### config.mk
export PLATFORM = sky130hd
export DESIGN_NAME = mvm_tile_sequencer
export DESIGN_NICKNAME = d
export VERILOG_FILES = /design/src/rtl/mvm_tile_sequencer.sv
export SDC_FILE = /design/constraint.sdc
export NUM_CORES = 1
export LEC_CHECK = 0
export BUFFER_PORTS_ARGS = -buffer_cell sky130_fd_sc_hd__buf_2
export CAP_MARGIN = 20
export CORE_MARGIN = 2
export CORE_UTILIZATION = 50
export CTS_BUF_LIST = sky130_fd_sc_hd__clkbuf_2 sky130_fd_sc_hd__clkbuf_4 sky130_fd_sc_hd__clkbuf_8
export DETAILED_ROUTE_END_ITERATION = 8
export PLACE_DENSITY = 0.83
export SLEW_MARGIN = 20
export SYNTH_ARGS = -nofsm -noshare
export SYNTH_HDL_FRONTEND = slang
export SYNTH_SLANG_ARGS = --single-unit
### constraint.sdc
create_clock -name clk -period 5.2 [get_ports clk]
set_clock_uncertainty 0.15 [all_clocks]
set_input_delay 0.52 -clock clk [delete_from_list [all_inputs] [get_ports clk]]
set_output_delay 0.52 -clock clk [all_outputs]
set_load 0.01 [all_outputs]
### src/rtl/mvm_tile_sequencer.sv
// mvm_tile_sequencer: job sequencer for the SIZE x SIZE vector-multiplier array.
// Accepts a job, preloads the weight rows, streams the input vectors and tags
// result vectors after the fixed pipeline latency, then pulses done.
// Optional feature macro: WEIGHT_REUSE_EN (adds reuse_w to skip the weight
// preload when the array already holds a complete weight set).
module mvm_tile_sequencer #(
  parameter int SIZE  = 16,
  parameter int LAT   = 18,
  parameter int CNT_W = 6,
  parameter int VEC_W = 8
) (
  input  logic             clk,
  input  logic             rst,
  input  logic             start,
  input  logic [VEC_W-1:0] num_vec,
  input  logic             abort,
`ifdef WEIGHT_REUSE_EN
  input  logic             reuse_w,
`endif
  output logic             ready,
  output logic             busy,
  output logic             w_load_en,
  output logic [CNT_W-1:0] w_addr,
  output logic             acc_clr,
  output logic             x_feed_en,
  output logic [VEC_W-1:0] x_addr,
  output logic             y_valid,
  output logic [VEC_W-1:0] y_addr,
  output logic             done
);

  // The shared row/timer counter must reach LAT + 2^VEC_W - 1 without wrapping.
  localparam int T_W = $clog2(LAT + (1 << VEC_W));
  localparam logic [T_W-1:0] LAT_T      = T_W'(LAT);
  localparam logic [T_W-1:0] LAST_ROW_T = T_W'(SIZE - 1);

  typedef enum logic [2:0] {IDLE, LOADW, STREAM, DRAIN, DONE} state_t;

  state_t           state_q, state_d;
  logic [T_W-1:0]   cnt_q, cnt_d;
  logic [VEC_W-1:0] n_q, n_d;
  logic [T_W-1:0]   last_q_t, last_d_t;

  logic             ready_q, ready_d;
  logic             busy_q, busy_d;
  logic             w_load_en_q, w_load_en_d;
  logic [CNT_W-1:0] w_addr_q, w_addr_d;
  logic             acc_clr_q, acc_clr_d;
  logic             x_feed_en_q, x_feed_en_d;
  logic [VEC_W-1:0] x_addr_q, x_addr_d;
  logic             y_valid_q, y_valid_d;
  logic [VEC_W-1:0] y_addr_q, y_addr_d;
  logic             done_q, done_d;

`ifdef WEIGHT_REUSE_EN
  logic             w_loaded_q, w_loaded_d;
`endif

  // Next state, counters and job length; abort overrides any other transition.
  always_comb begin
    state_d  = state_q;
    cnt_d    = cnt_q;
    n_d      = n_q;
    last_q_t = LAT_T + T_W'(n_q) - T_W'(1);
`ifdef WEIGHT_REUSE_EN
    w_loaded_d = w_loaded_q;
`endif
    case (state_q)
      IDLE: begin
        if (start) begin
          n_d     = (num_vec == '0) ? VEC_W'(1) : num_vec;
          cnt_d   = '0;
          state_d = LOADW;
`ifdef WEIGHT_REUSE_EN
          if (reuse_w && w_loaded_q) begin
            state_d = STREAM;
          end
`endif
        end
      end
      LOADW: begin
        if (cnt_q == LAST_ROW_T) begin
          state_d = STREAM;
          cnt_d   = '0;
`ifdef WEIGHT_REUSE_EN
          w_loaded_d = 1'b1;
`endif
        end else begin
          cnt_d = cnt_q + T_W'(1);
        end
      end
      STREAM: begin
        cnt_d = cnt_q + T_W'(1);
        if (cnt_q == T_W'(n_q) - T_W'(1)) begin
          state_d = DRAIN;
        end
      end
      DRAIN: begin
        if (cnt_q == last_q_t) begin
          state_d = DONE;
          cnt_d   = '0;
        end else begin
          cnt_d = cnt_q + T_W'(1);
        end
      end
      DONE: begin
        state_d = IDLE;
        cnt_d   = '0;
      end
      default: begin
        state_d = IDLE;
        cnt_d   = '0;
      end
    endcase

    if (abort && (state_q != IDLE)) begin
      state_d = IDLE;
      cnt_d   = '0;
`ifdef WEIGHT_REUSE_EN
      if (state_q == LOADW) begin
        w_loaded_d = 1'b0;
      end
`endif
    end
  end

  // Registered outputs are decoded from the upcoming state and counter value.
  always_comb begin
    last_d_t    = LAT_T + T_W'(n_d) - T_W'(1);
    ready_d     = (state_d == IDLE);
    busy_d      = (state_d != IDLE);
    w_load_en_d = (state_d == LOADW);
    w_addr_d    = '0;
    acc_clr_d   = 1'b0;
    x_feed_en_d = 1'b0;
    x_addr_d    = '0;
    y_valid_d   = 1'b0;
    y_addr_d    = '0;
    done_d      = (state_d == DONE);
    if (state_d == LOADW) begin
      w_addr_d = CNT_W'(cnt_d);
    end
    if (state_d == STREAM) begin
      acc_clr_d   = (cnt_d == '0);
      x_feed_en_d = 1'b1;
      x_addr_d    = VEC_W'(cnt_d);
    end
    if (((state_d == STREAM) || (state_d == DRAIN)) &&
        (cnt_d >= LAT_T) && (cnt_d <= last_d_t)) begin
      y_valid_d = 1'b1;
      y_addr_d  = VEC_W'(cnt_d - LAT_T);
    end
  end

  // State, counters and output registers.
  always_ff @(posedge clk or posedge rst) begin
    if (rst) begin
      state_q     <= IDLE;
      cnt_q       <= '0;
      n_q         <= '0;
      ready_q     <= 1'b1;
      busy_q      <= 1'b0;
      w_load_en_q <= 1'b0;
      w_addr_q    <= '0;
      acc_clr_q   <= 1'b0;
      x_feed_en_q <= 1'b0;
      x_addr_q    <= '0;
      y_valid_q   <= 1'b0;
      y_addr_q    <= '0;
      done_q      <= 1'b0;
    end else begin
      state_q     <= state_d;
      cnt_q       <= cnt_d;
      n_q         <= n_d;
      ready_q     <= ready_d;
      busy_q      <= busy_d;
      w_load_en_q <= w_load_en_d;
      w_addr_q    <= w_addr_d;
      acc_clr_q   <= acc_clr_d;
      x_feed_en_q <= x_feed_en_d;
      x_addr_q    <= x_addr_d;
      y_valid_q   <= y_valid_d;
      y_addr_q    <= y_addr_d;
      done_q      <= done_d;
    end
  end

`ifdef WEIGHT_REUSE_EN
  // Remembers that a full weight set has been loaded since reset.
  always_ff @(posedge clk or posedge rst) begin
    if (rst) begin
      w_loaded_q <= 1'b0;
    end else begin
      w_loaded_q <= w_loaded_d;
    end
  end
`endif

  assign ready     = ready_q;
  assign busy      = busy_q;
  assign w_load_en = w_load_en_q;
  assign w_addr    = w_addr_q;
  assign acc_clr   = acc_clr_q;
  assign x_feed_en = x_feed_en_q;
  assign x_addr    = x_addr_q;
  assign y_valid   = y_valid_q;
  assign y_addr    = y_addr_q;
  assign done      = done_q;

endmodule

==> flow_summary.toml, run 1 <==
[status]
status = "complete, no violations"

[clock_tree]
hold_buffers = 0
cts_sinks = 49
ctsResizeCount = 0
post_cts_buffers = 0
clk_pin_slew_ns = 0.09
clock-root-buffer = "clkbuf_8"
clock_latency_ns = 0.30
cts_tree = "yes"
numCtsBuffers = 5
htreeDepth = 2
clk_path_buf_depth = 2

[timing]
hold_ws_ns = 0.182
hold_violations = 0
finalSetupTns_ns = 0
tightest_slew_ns = 0.797
min_period_ns = 4.34
relSlewSlack = 0.468
rsz0062_at_grt = "no"
setup_viol = 0
slew_viol_final = 0
clock.fmax_mhz = 231
fin_crit_sh = 0.834

[power_and_ir_drop]
internal_power_mw = 0.906
switching_power_mw = 0.749
comb_power_share = 0.518
pwr-share-seq = 0.344
pwr_density_cell_nw_per_um2 = 476
p_leak_nw = 1.71
vdd_ir_drop_max_mv = 0.295
clkPwrFrac = 0.138
sw_frac_of_total = 0.453

[logic_synthesis]
ys_ff_latch = 49
synth_area_leaders = "dfrtp_1, xnor2_1, ha_1"
synth_cell_types = 67
synth_edf_count = 0
syn_avg_cell_area_um2 = 9.21
synth_top_area_cell = "dfrtp_1"
synth-seq-area-share = 0.389
synth_flop_cell = "dfrtp_1"
synth_top_area_share = 0.380
synth_warnings = 0
synthArstFlopShare = 1.00
synth_area_um2 = 3160
syn_nets = 369
synthCells = 343

[floorplanning]
rows = 28
coreArea_um2 = 6030
die_h_um = 83.5
die_area_um2 = 6970
start_util = 0.524
ios = 41
die_w_um = 83.5

[grt]
antenna_found_initial = 0
grt_start_max_net_pins = 50
track_usage = 0.221
grt_pass1_vias = 2645
grt_pass1_wl_mm = 12.6
overflow = 0

[setup_path]
cp_slowest_stage_delay_ns = 0.48
required_ns = 5.27
crit_path_frequent_cell = "o21a_1"
path_cells = "ha_1, a31oi_1, o311ai_0, o211a_1, nor3_4, a21oi_2, o21ai_1, nand2_1, nand2_1, inv_1, ha_1, o21a_1, o21a_1, o21a_1, o21a_1, o21ai_0, a221o_1, o311ai_4, a21oi_1"
rrSetupSlack_ns = 0.86
r2r-start = "n_q[0]$_DFF_PP0_"
crit_slowest_cell = "dfrtp_1"
critPathKind = "flip-flop to flip-flop"
worst_r2r_endpoint = "y_addr[3]$_DFF_PP0_"
crit_fanout = 9
worstRegToRegCells = 19
end_kind = "flip-flop"
startpoint = "n_q[0]$_DFF_PP0_"
cp-start-kind = "flip-flop"
worstPathArrival_ns = 4.41
endpoint = "y_addr[3]$_DFF_PP0_"

[drt]
postRouteAntennaNets = 0
dr_wl_met2_mm = 3.72
drtIter0Drc = 292
vias = 2764
first_pass_iters = 7
routedWlPerCell_um = 16.6
route.met3.wl_um = 429
totalWireLength_mm = 7.48
drc = 0
vias_per_cell = 6.13
highest-signal-layer = "met4"
wl_met1_mm = 3.20

[final_layout]
drive_above_1_share = 0.202
diodes = 0
fin_area_um2 = 3480
finalNetCount = 401
syn2layout_area_growth_pct = 10.1

[job]
maxCapViolCount = 0

[min_path]
hold_class = "input port to asynchronous set/reset pin"

[placed_design]
gp_congestion = 0.907
post-dp-hpwl_mm = 5.52
io_buffers = 40
placed_area_um2 = 3390
area by class of cell:
| type | instances | area [um2] |
|---|---|---|
| Multi-Input combinational cell | 248 | 1740 |
| Fill cell | 530 | 2550 |
| Sequential cell | 49 | 1230 |
| Clock inverter | 2 | 13.8 |
| Timing Repair Buffer | 43 | 223 |
| Inverter | 28 | 106 |
| Clock buffer | 6 | 76.3 |
| Tap cell | 75 | 93.8 |
power groups by stage:
stage / clock network [mW] / logic (mW) / registers [mW]
floorplan: 0 / 0.712 / 0.504
global placement: 0 / 0.819 / 0.566
detailed placement: 0 / 0.845 / 0.570
CTS: 0.232 / 0.854 / 0.563
global route: 0.247 / 0.954 / 0.582
finish: 0.229 / 0.857 / 0.568
stage by stage:
step	util	power [mW]	std cells	worst slack (ns)
6_report	0.577	1.65	451	0.865
3_3_place_gp	0.562	1.38	443	1.07
2_1_floorplan	-	1.22	343	1.34
5_1_grt	0.577	1.78	451	0.500
3_5_place_dp	0.562	1.42	443	0.906
4_1_cts	0.577	1.65	451	0.887
synth_stat cells (2+ instances only):
master and count:
nand3_1 15, nor3b_1 2, nor4b_1 2, or2_2 3
and3_1 3, a21o_1 3, a31oi_1 3, inv_2 3
nor4_1 5, mux2i_1 6, nor2b_1 4, nor3_1 13
ha_1 14, or3_1 3, nand4_1 5, o21ai_0 9
xor2_1 7, a22oi_4 2, o21ai_1 3, o21a_1 5
or2_1 2, nand2_1 24, o221a_2 2, dfrtp_1 48
clkbuf_1 7, buf_2 10, nor2_1 30, a211o_1 2
a21oi_1 16, xnor2_1 21, nand2b_1 2, o2111ai_1 5
a221o_1 2, nand3b_1 2, or4_1 3, o311ai_0 2
inv_1 25
cell families after synthesis:
family	count (synthesis)	synth area share
AND/OR/NAND/NOR	126	0.210
AO/OA/AOI/OAI	73	0.185
flip-flops	49	0.389
buffers and inverters	46	0.0610
XOR/XNOR	28	0.0777
adder cells (fa/ha/maj)	14	0.0555
multiplexers	7	0.0226
how the worst min path moves through the flow:
stage                               startpoint             endpoint  slack [ns]  cells after the start
after CTS                                abort       done$_DFF_PP0_        0.28                      2
after detailed placement  state_q[0]$_DFF_PP0_       done$_DFF_PP0_        0.57                      2
after global routing                       rst       busy$_DFF_PP0_        0.25                      2
after floorplan                          abort       done$_DFF_PP0_        0.44                      1
after global placement        n_q[7]$_DFF_PP0_     n_q[7]$_DFF_PP0_        0.55                      2
final                                      rst  w_load_en$_DFF_PP0_        0.18                      2
layer usage:
layer	global-route usage	up-vias
met1	0.299	1365
li1	-	1282
met3	0.0396	17
met2	0.367	100
met4	0.0587	0
met5	0	-
registers in the layout, summed over array words and instances (netlist names):
register,count
x_feed_en,1
busy,1
y_addr,8
ready,1
done,1
acc_clr,1
x_addr,8
y_valid,1
w_load_en,1
w_addr,6
state_q,3
n_q,8
cnt_q,9
layout by cell type (no fill, tap or decap), drive strengths merged, types with 3 or more instances in the layout:
| master | count |
|---|---|
| inv | 28 |
| or2 | 5 |
| or4 | 4 |
| xnor2 | 21 |
| nor2 | 31 |
| o311ai | 3 |
| nor4 | 5 |
| nand3 | 15 |
| o21a | 5 |
| and3 | 3 |
| nand4 | 5 |
| nand2 | 25 |
| o2111ai | 5 |
| a22oi | 3 |
| a21o | 3 |
| clkbuf | 6 |
| o21ai | 12 |
| dfrtp | 48 |
| buf | 43 |
| a31oi | 3 |
| a21oi | 17 |
| nor2b | 4 |
| nor3 | 15 |
| xor2 | 7 |
| ha | 14 |
| mux2i | 6 |
| or3 | 3 |
worst max-delay path, delay by kind of cell (launching register included):
family          cells  cell delay (ns)
buf+inv             1             0.15
simple gates        3             0.36
compound gates     13             2.54
flops               1             0.48
fa+ha+maj           2             0.56
Note: power is estimated with default switching activity, not from simulation.
==> run 2: changes to the inputs <==
--- a/config.mk
+++ b/config.mk
@@ -11,7 +11,7 @@
 export CORE_UTILIZATION = 50
 export CTS_BUF_LIST = sky130_fd_sc_hd__clkbuf_2 sky130_fd_sc_hd__clkbuf_4 sky130_fd_sc_hd__clkbuf_8
 export DETAILED_ROUTE_END_ITERATION = 8
-export PLACE_DENSITY = 0.83
+export PLACE_DENSITY = 0.85
 export SLEW_MARGIN = 20
 export SYNTH_ARGS = -nofsm -noshare
 export SYNTH_HDL_FRONTEND = slang
==> constraint.sdc (replaced) <==
create_clock -name clk -period 3.64 [get_ports clk]
set_clock_uncertainty 0.15 [all_clocks]
set_input_delay 0.364 -clock clk [delete_from_list [all_inputs] [get_ports clk]]
set_output_delay 0.364 -clock clk [all_outputs]
set_load 0.01 [all_outputs]
==> flow_summary.toml, run 2 (synthesized netlist as in run 1, its figures left out) <==
[status]
status = "finished with violations"
failed_checks = "setup timing"

[clock_tree]
clock-root-buffer = "clkbuf_8"
clock_latency_ns = 0.32
clk_pin_slew_ns = 0.10
cts_sinks = 49
numCtsBuffers = 5
clk_path_buf_depth = 2
htreeDepth = 2
cts_tree = "yes"

[final_layout]
final_cell_mix = "buf_4, dfrtp_1, buf_2, nor2_1, nand2_1"
final_common_cell = "buf_4"
largest_reg_flops = 9
syn2layout_area_growth_pct = 34.4
top_register = "cnt_q"
diodes = 0
drive_above_1_share = 0.384
layout.cells.non_filler = 525
finalNetCount = 475

[power_and_ir_drop]
p_total_mw = 3.22
pwr_density_cell_nw_per_um2 = 758
internal_power_mw = 1.86
p_leak_nw = 2.10
comb_power_share = 0.635
switching_power_mw = 1.35
vdd_ir_drop_max_mv = 0.517
pwr-share-seq = 0.232
sw_frac_of_total = 0.421
clkPwrFrac = 0.133

[timing]
finalWorstSetupSlack_ns = -0.297
hold_ws_ns = 0.0294
setup_viol = 9
rsz0062_at_grt = "yes"
tightest_slew_ns = 0.846
slew_viol_final = 0
min_period_ns = 3.94
relSlewSlack = 0.435
hold_violations = 0
clock.fmax_mhz = 254
fin_crit_sh = 1.08

[setup_path]
critPathKind = "flip-flop to flip-flop"
cp_slowest_stage_delay_ns = 0.44
crit_buf_inv = 2
worstPathArrival_ns = 4.03
worstRegToRegCells = 21
required_ns = 3.74
rrSetupSlack_ns = -0.30
cp-start-kind = "flip-flop"
crit_slowest_cell = "dfrtp_2"
crit_fanout = 4
crit_cells = 21
r2r-start = "n_q[0]$_DFF_PP0_"
cpLargestDelayFamily = "compound AO/OA/AOI/OAI gates"
crit_path_frequent_cell = "o21a_1"
path_cells = "inv_2, ha_4, xnor2_4, o311a_1, nand4_1, nor3_4, nand2_1, nand2_2, o21ai_1, nand2_1, ha_2, nor2b_4, o21a_1, o21a_1, o21a_1, o21a_1, o21ai_2, a221o_1, buf_6, o311ai_4, nor2_1"
worst_r2r_endpoint = "y_addr[5]$_DFF_PP0_"
startpoint = "n_q[0]$_DFF_PP0_"
end_kind = "flip-flop"

[placed_design]
gp_congestion = 0.921
post-dp-hpwl_mm = 6.62
placed_cells = 502
io_buffers = 40

[floorplanning]
die_h_um = 83.5
die_area_um2 = 6970
start_util = 0.524
ios = 41
coreArea_um2 = 6030
die_w_um = 83.5
rows = 28

[grt]
track_usage = 0.275
grt_pass1_vias = 3123
overflow = 0
grt_start_max_net_pins = 50
grt_pass1_wl_mm = 15.4
antenna_found_initial = 0

[job]
maxCapViolCount = 0

[drt]
drtIter0Drc = 354
postRouteAntennaNets = 0
routedWlPerCell_um = 19.0
vias = 3151
vias_per_cell = 6.00
totalWireLength_mm = 9.96
first_pass_iters = 5
drc = 0

[min_path]
hold_class = "input port to asynchronous set/reset pin"
==> run 2: changes by cell type in the layout (fill, tap and decap cells not counted), moves of 2 or more <==
cell     delta
o21ai_0     -2
buf_6       +3
o21ai_2     +3
a21oi_1     -2
xnor2_1     -2
inv_1       -3
a21oi_2     +2
ha_1        -5
dfrtp_1     -4
ha_4        +4
buf_4      +70
inv_2       +3
dfrtp_2     +4
==> run 2: timing repair <==
action                     4_1_cts  5_1_grt
cloned                           1        0
pin swaps                       14       10
setup buffers                   10        4
hold buffers                     0        0
gates resized for setup         16       14
setup endpoints to repair        9        9
==> run 2: worst max path at each step <==
stage | to
detailed placement | y_addr[6]$_DFF_PP0_
global route | y_addr[5]$_DFF_PP0_
global placement | y_addr[6]$_DFF_PP0_
floorplan | y_addr[6]$_DFF_PP0_
finish | y_addr[5]$_DFF_PP0_
CTS | y_addr[5]$_DFF_PP0_
==> run 2: through the flow <==
step | setup TNS [ns] | worst slack [ns] | area [um2] | utilization
after global routing | -3.62 | -0.435 | 4250 | 0.705
final | -2.36 | -0.297 | 4250 | 0.705
after detailed placement | -2.45 | -0.333 | 3860 | 0.640
after floorplan | -0.388 | -0.101 | 3190 | -
after global placement | -0.495 | -0.105 | 3860 | 0.640
after CTS | -0.721 | -0.117 | 4160 | 0.690
==> run 2: metal layers <==
layer | vias to the layer above | global-route usage | share of wire
met5 | - | 0 | 0
met4 | 0 | 0.0806 | 0.035
met3 | 31 | 0.0475 | 0.069
met2 | 180 | 0.464 | 0.49
met1 | 1511 | 0.364 | 0.41
li1 | 1429 | - | -
==> run 2: power groups by stage <==
stage               Clock [mW]  Sequential, mW  Combinational (mW)
floorplan                    0           0.726                1.05
global placement             0           0.733                1.61
detailed placement           0           0.736                1.65
CTS                      0.431           0.741                1.82
global route             0.455           0.760                2.19
finish                   0.428           0.747                2.04
==> run 2: area by class of cell <==
class,count,area [um2]
Clock inverter,2,41.3
Multi-Input combinational cell,249,1910
Tap cell,75,93.8
Clock buffer,6,82.6
Sequential cell,49,1230
Inverter,28,106
Timing Repair Buffer,116,782
Fill cell,431,1780
==> run 3: changes to the inputs <==
--- a/config.mk
+++ b/config.mk
@@ -5,6 +5,7 @@
 export SDC_FILE = /design/constraint.sdc
 export NUM_CORES = 1
 export LEC_CHECK = 0
+export ABC_AREA = 1
 export BUFFER_PORTS_ARGS = -buffer_cell sky130_fd_sc_hd__buf_2
 export CAP_MARGIN = 20
 export CORE_MARGIN = 2
==> flow_summary.toml, run 3 <==
[status]
status = "complete, no violations"

[timing]
tightest_slew_ns = 0.828
hold_violations = 0
clock.fmax_mhz = 286
setup_viol = 0
relSlewSlack = 0.447
min_period_ns = 3.50
fin_crit_sh = 0.960
finalSetupTns_ns = 0
finalWorstSetupSlack_ns = 0.145
slew_viol_final = 0

[power_and_ir_drop]
clkPwrFrac = 0.123
switching_power_mw = 1.24
internal_power_mw = 1.41
pwr-share-seq = 0.285
comb_power_share = 0.592
vdd_ir_drop_max_mv = 0.430
p_leak_nw = 2.11
pwr_density_cell_nw_per_um2 = 692
sw_frac_of_total = 0.468

[final_layout]
finalNetCount = 491
final_common_cell = "nand2_1"
diodes = 0
syn2layout_area_growth_pct = 20.8
final_cell_mix = "nand2_1, inv_1, dfrtp_1, buf_2, nor2_1"
top_register = "cnt_q"
largest_reg_flops = 9
fillerInstances = 507
drive_above_1_share = 0.330

[setup_path]
crit_slowest_cell = "dfrtp_1"
worstPathArrival_ns = 3.59
end_kind = "flip-flop"
cpLargestDelayFamily = "simple AND/OR/NAND/NOR gates"
required_ns = 3.74
crit_fanout = 6
path_cells = "inv_2, ha_4, xnor2_2, o21ai_1, nor2_1, nand2_1, nor2_2, nand2_2, buf_4, nand3_1, nand3b_4, nand2_2, inv_2, ha_4, a21oi_2, o21ai_1, a221oi_2, o21ai_1, a21oi_2, nand2_2, nor2_2"
critPathKind = "flip-flop to flip-flop"
cp_slowest_stage_delay_ns = 0.44
crit_buf_inv = 3
cp-start-kind = "flip-flop"

[logic_synthesis]
synth_flop_cell = "dfrtp_1"
syn_avg_cell_area_um2 = 7.83
synth_warnings = 0
synth-seq-area-share = 0.387
synth_area_um2 = 3170
synth_top_area_cell = "dfrtp_1"
synth_cell_types = 39
yosys.cell_count.top_type = "nand2_1"
synth_top_area_share = 0.379
synthArstFlopShare = 1.00
synthCells = 405
synth_edf_count = 0
syn_nets = 431
yosys-top-cells-count = "nand2_1, inv_1, dfrtp_1"
ys_ff_latch = 49
synth_area_leaders = "dfrtp_1, nand2_1, inv_1"

[clock_tree]
numCtsBuffers = 5
cts_tree = "yes"
htreeDepth = 2
clk_path_buf_depth = 2
clock-root-buffer = "clkbuf_8"
clk_pin_slew_ns = 0.09
clock_latency_ns = 0.31
cts_sinks = 49

[grt]
grt_pass1_wl_mm = 12.9
grt_pass1_vias = 2850
grt_start_max_net_pins = 50
overflow = 0
antenna_found_initial = 0
track_usage = 0.230

[drt]
vias_per_cell = 5.48
first_pass_iters = 5
drtIter0Drc = 205
drc = 0
postRouteAntennaNets = 0
totalWireLength_mm = 8.31
vias = 2978
routedWlPerCell_um = 15.3

[placed_design]
gp_congestion = 0.945
io_buffers = 40
post-dp-hpwl_mm = 5.92
place_ws_ns = -0.0907

[floorplanning]
die_area_um2 = 7000
start_util = 0.508
die_w_um = 83.7
rows = 29
ios = 41
die_h_um = 83.7
coreArea_um2 = 6240

[min_path]
hold_class = "input port to asynchronous set/reset pin"

[job]
maxCapViolCount = 0
run 3: cell count changes after synthesis, sizes merged, moves of 6 or more:
cell    delta
mux2i      -6
clkbuf     -6
nor2      +19
xor2       +9
xnor2     -14
a21oi     -11
o21ai      +6
nand2     +80
nand3     +21
nor3       -6
inv       +30
run 3: final cells by class:
| type | count | area [um2] | area share |
|---|---|---|---|
| clock buffer | 5 | 68.8 | 0.0180 |
| inverter | 59 | 225 | 0.0588 |
| timing repair buffer | 59 | 343 | 0.0895 |
| clock inverter | 3 | 21.3 | 0.00555 |
| sequential | 49 | 1230 | 0.322 |
| tap | 77 | 96.3 | 0.0251 |
| multi-input combinational | 291 | 1850 | 0.482 |
run 3: worst paths after layout:
check / start / endpoint / slack (ns) / depth (start not counted)
max reg2reg: n_q[0]$_DFF_PP0_ / y_addr[1]$_DFF_PP0_ / 0.14 / 21
max: n_q[0]$_DFF_PP0_ / y_addr[1]$_DFF_PP0_ / 0.14 / 21
min: rst / y_addr[5]$_DFF_PP0_ / 0.03 / 2
max in group asynchronous: rst / n_q[1]$_DFF_PP0_ / 2.77 / 2
min reg2reg: state_q[0]$_DFF_PP0_ / done$_DFF_PP0_ / 0.48 / 2
min in group clk: abort / done$_DFF_PP0_ / 0.10 / 2
run 3: timing repair:
item / in CTS / in global routing
hold buffers: 0 / 0
endpoints found under the setup margin: 9 / 9
setup buffers: 2 / 6
gates cloned: 1 / 0
pin swaps: 7 / 24
endpoints found under the hold margin: 0 / 0
gates resized for setup: 7 / 36
run 3: routing by layer:
| metal | up-vias | part of all wire | track usage |
|---|---|---|---|
| met2 | 123 | 0.51 | 0.385 |
| met3 | 24 | 0.059 | 0.0336 |
| li1 | 1415 | - | - |
| met5 | - | 0 | 0 |
| met1 | 1416 | 0.40 | 0.295 |
| met4 | 0 | 0.025 | 0.106 |
run 3: metrics by stage:
step	total power [mW]	area, um2	std cells	util	hold WS [ns]
floorplan	1.67	3170	405	-	0.287
global placement	1.94	3510	526	0.562	0.444
detailed placement	1.99	3510	526	0.562	0.440
CTS	2.37	3640	537	0.584	0.0994
global route	2.83	3830	543	0.614	0.0890
finish	2.65	3830	543	0.614	0.0331
run 3: kinds of logic (layout without fill, tap and decap cells):
logic type,Yosys count,in the layout,synth area share
flops,49,49,0.387
compound gates,36,36,0.0659
fa+ha+maj,14,14,0.0552
xor+xnor,23,23,0.0635
simple gates,217,218,0.345
buf+inv,66,126,0.0840
run 3: power groups by stage:
stage	clock network (mW)	registers (mW)	logic (mW)
final	0.326	0.756	1.57
after global routing	0.357	0.767	1.71
after CTS	0.333	0.737	1.30
after detailed placement	0	0.748	1.24
after global placement	0	0.745	1.20
after floorplan	0	0.723	0.952
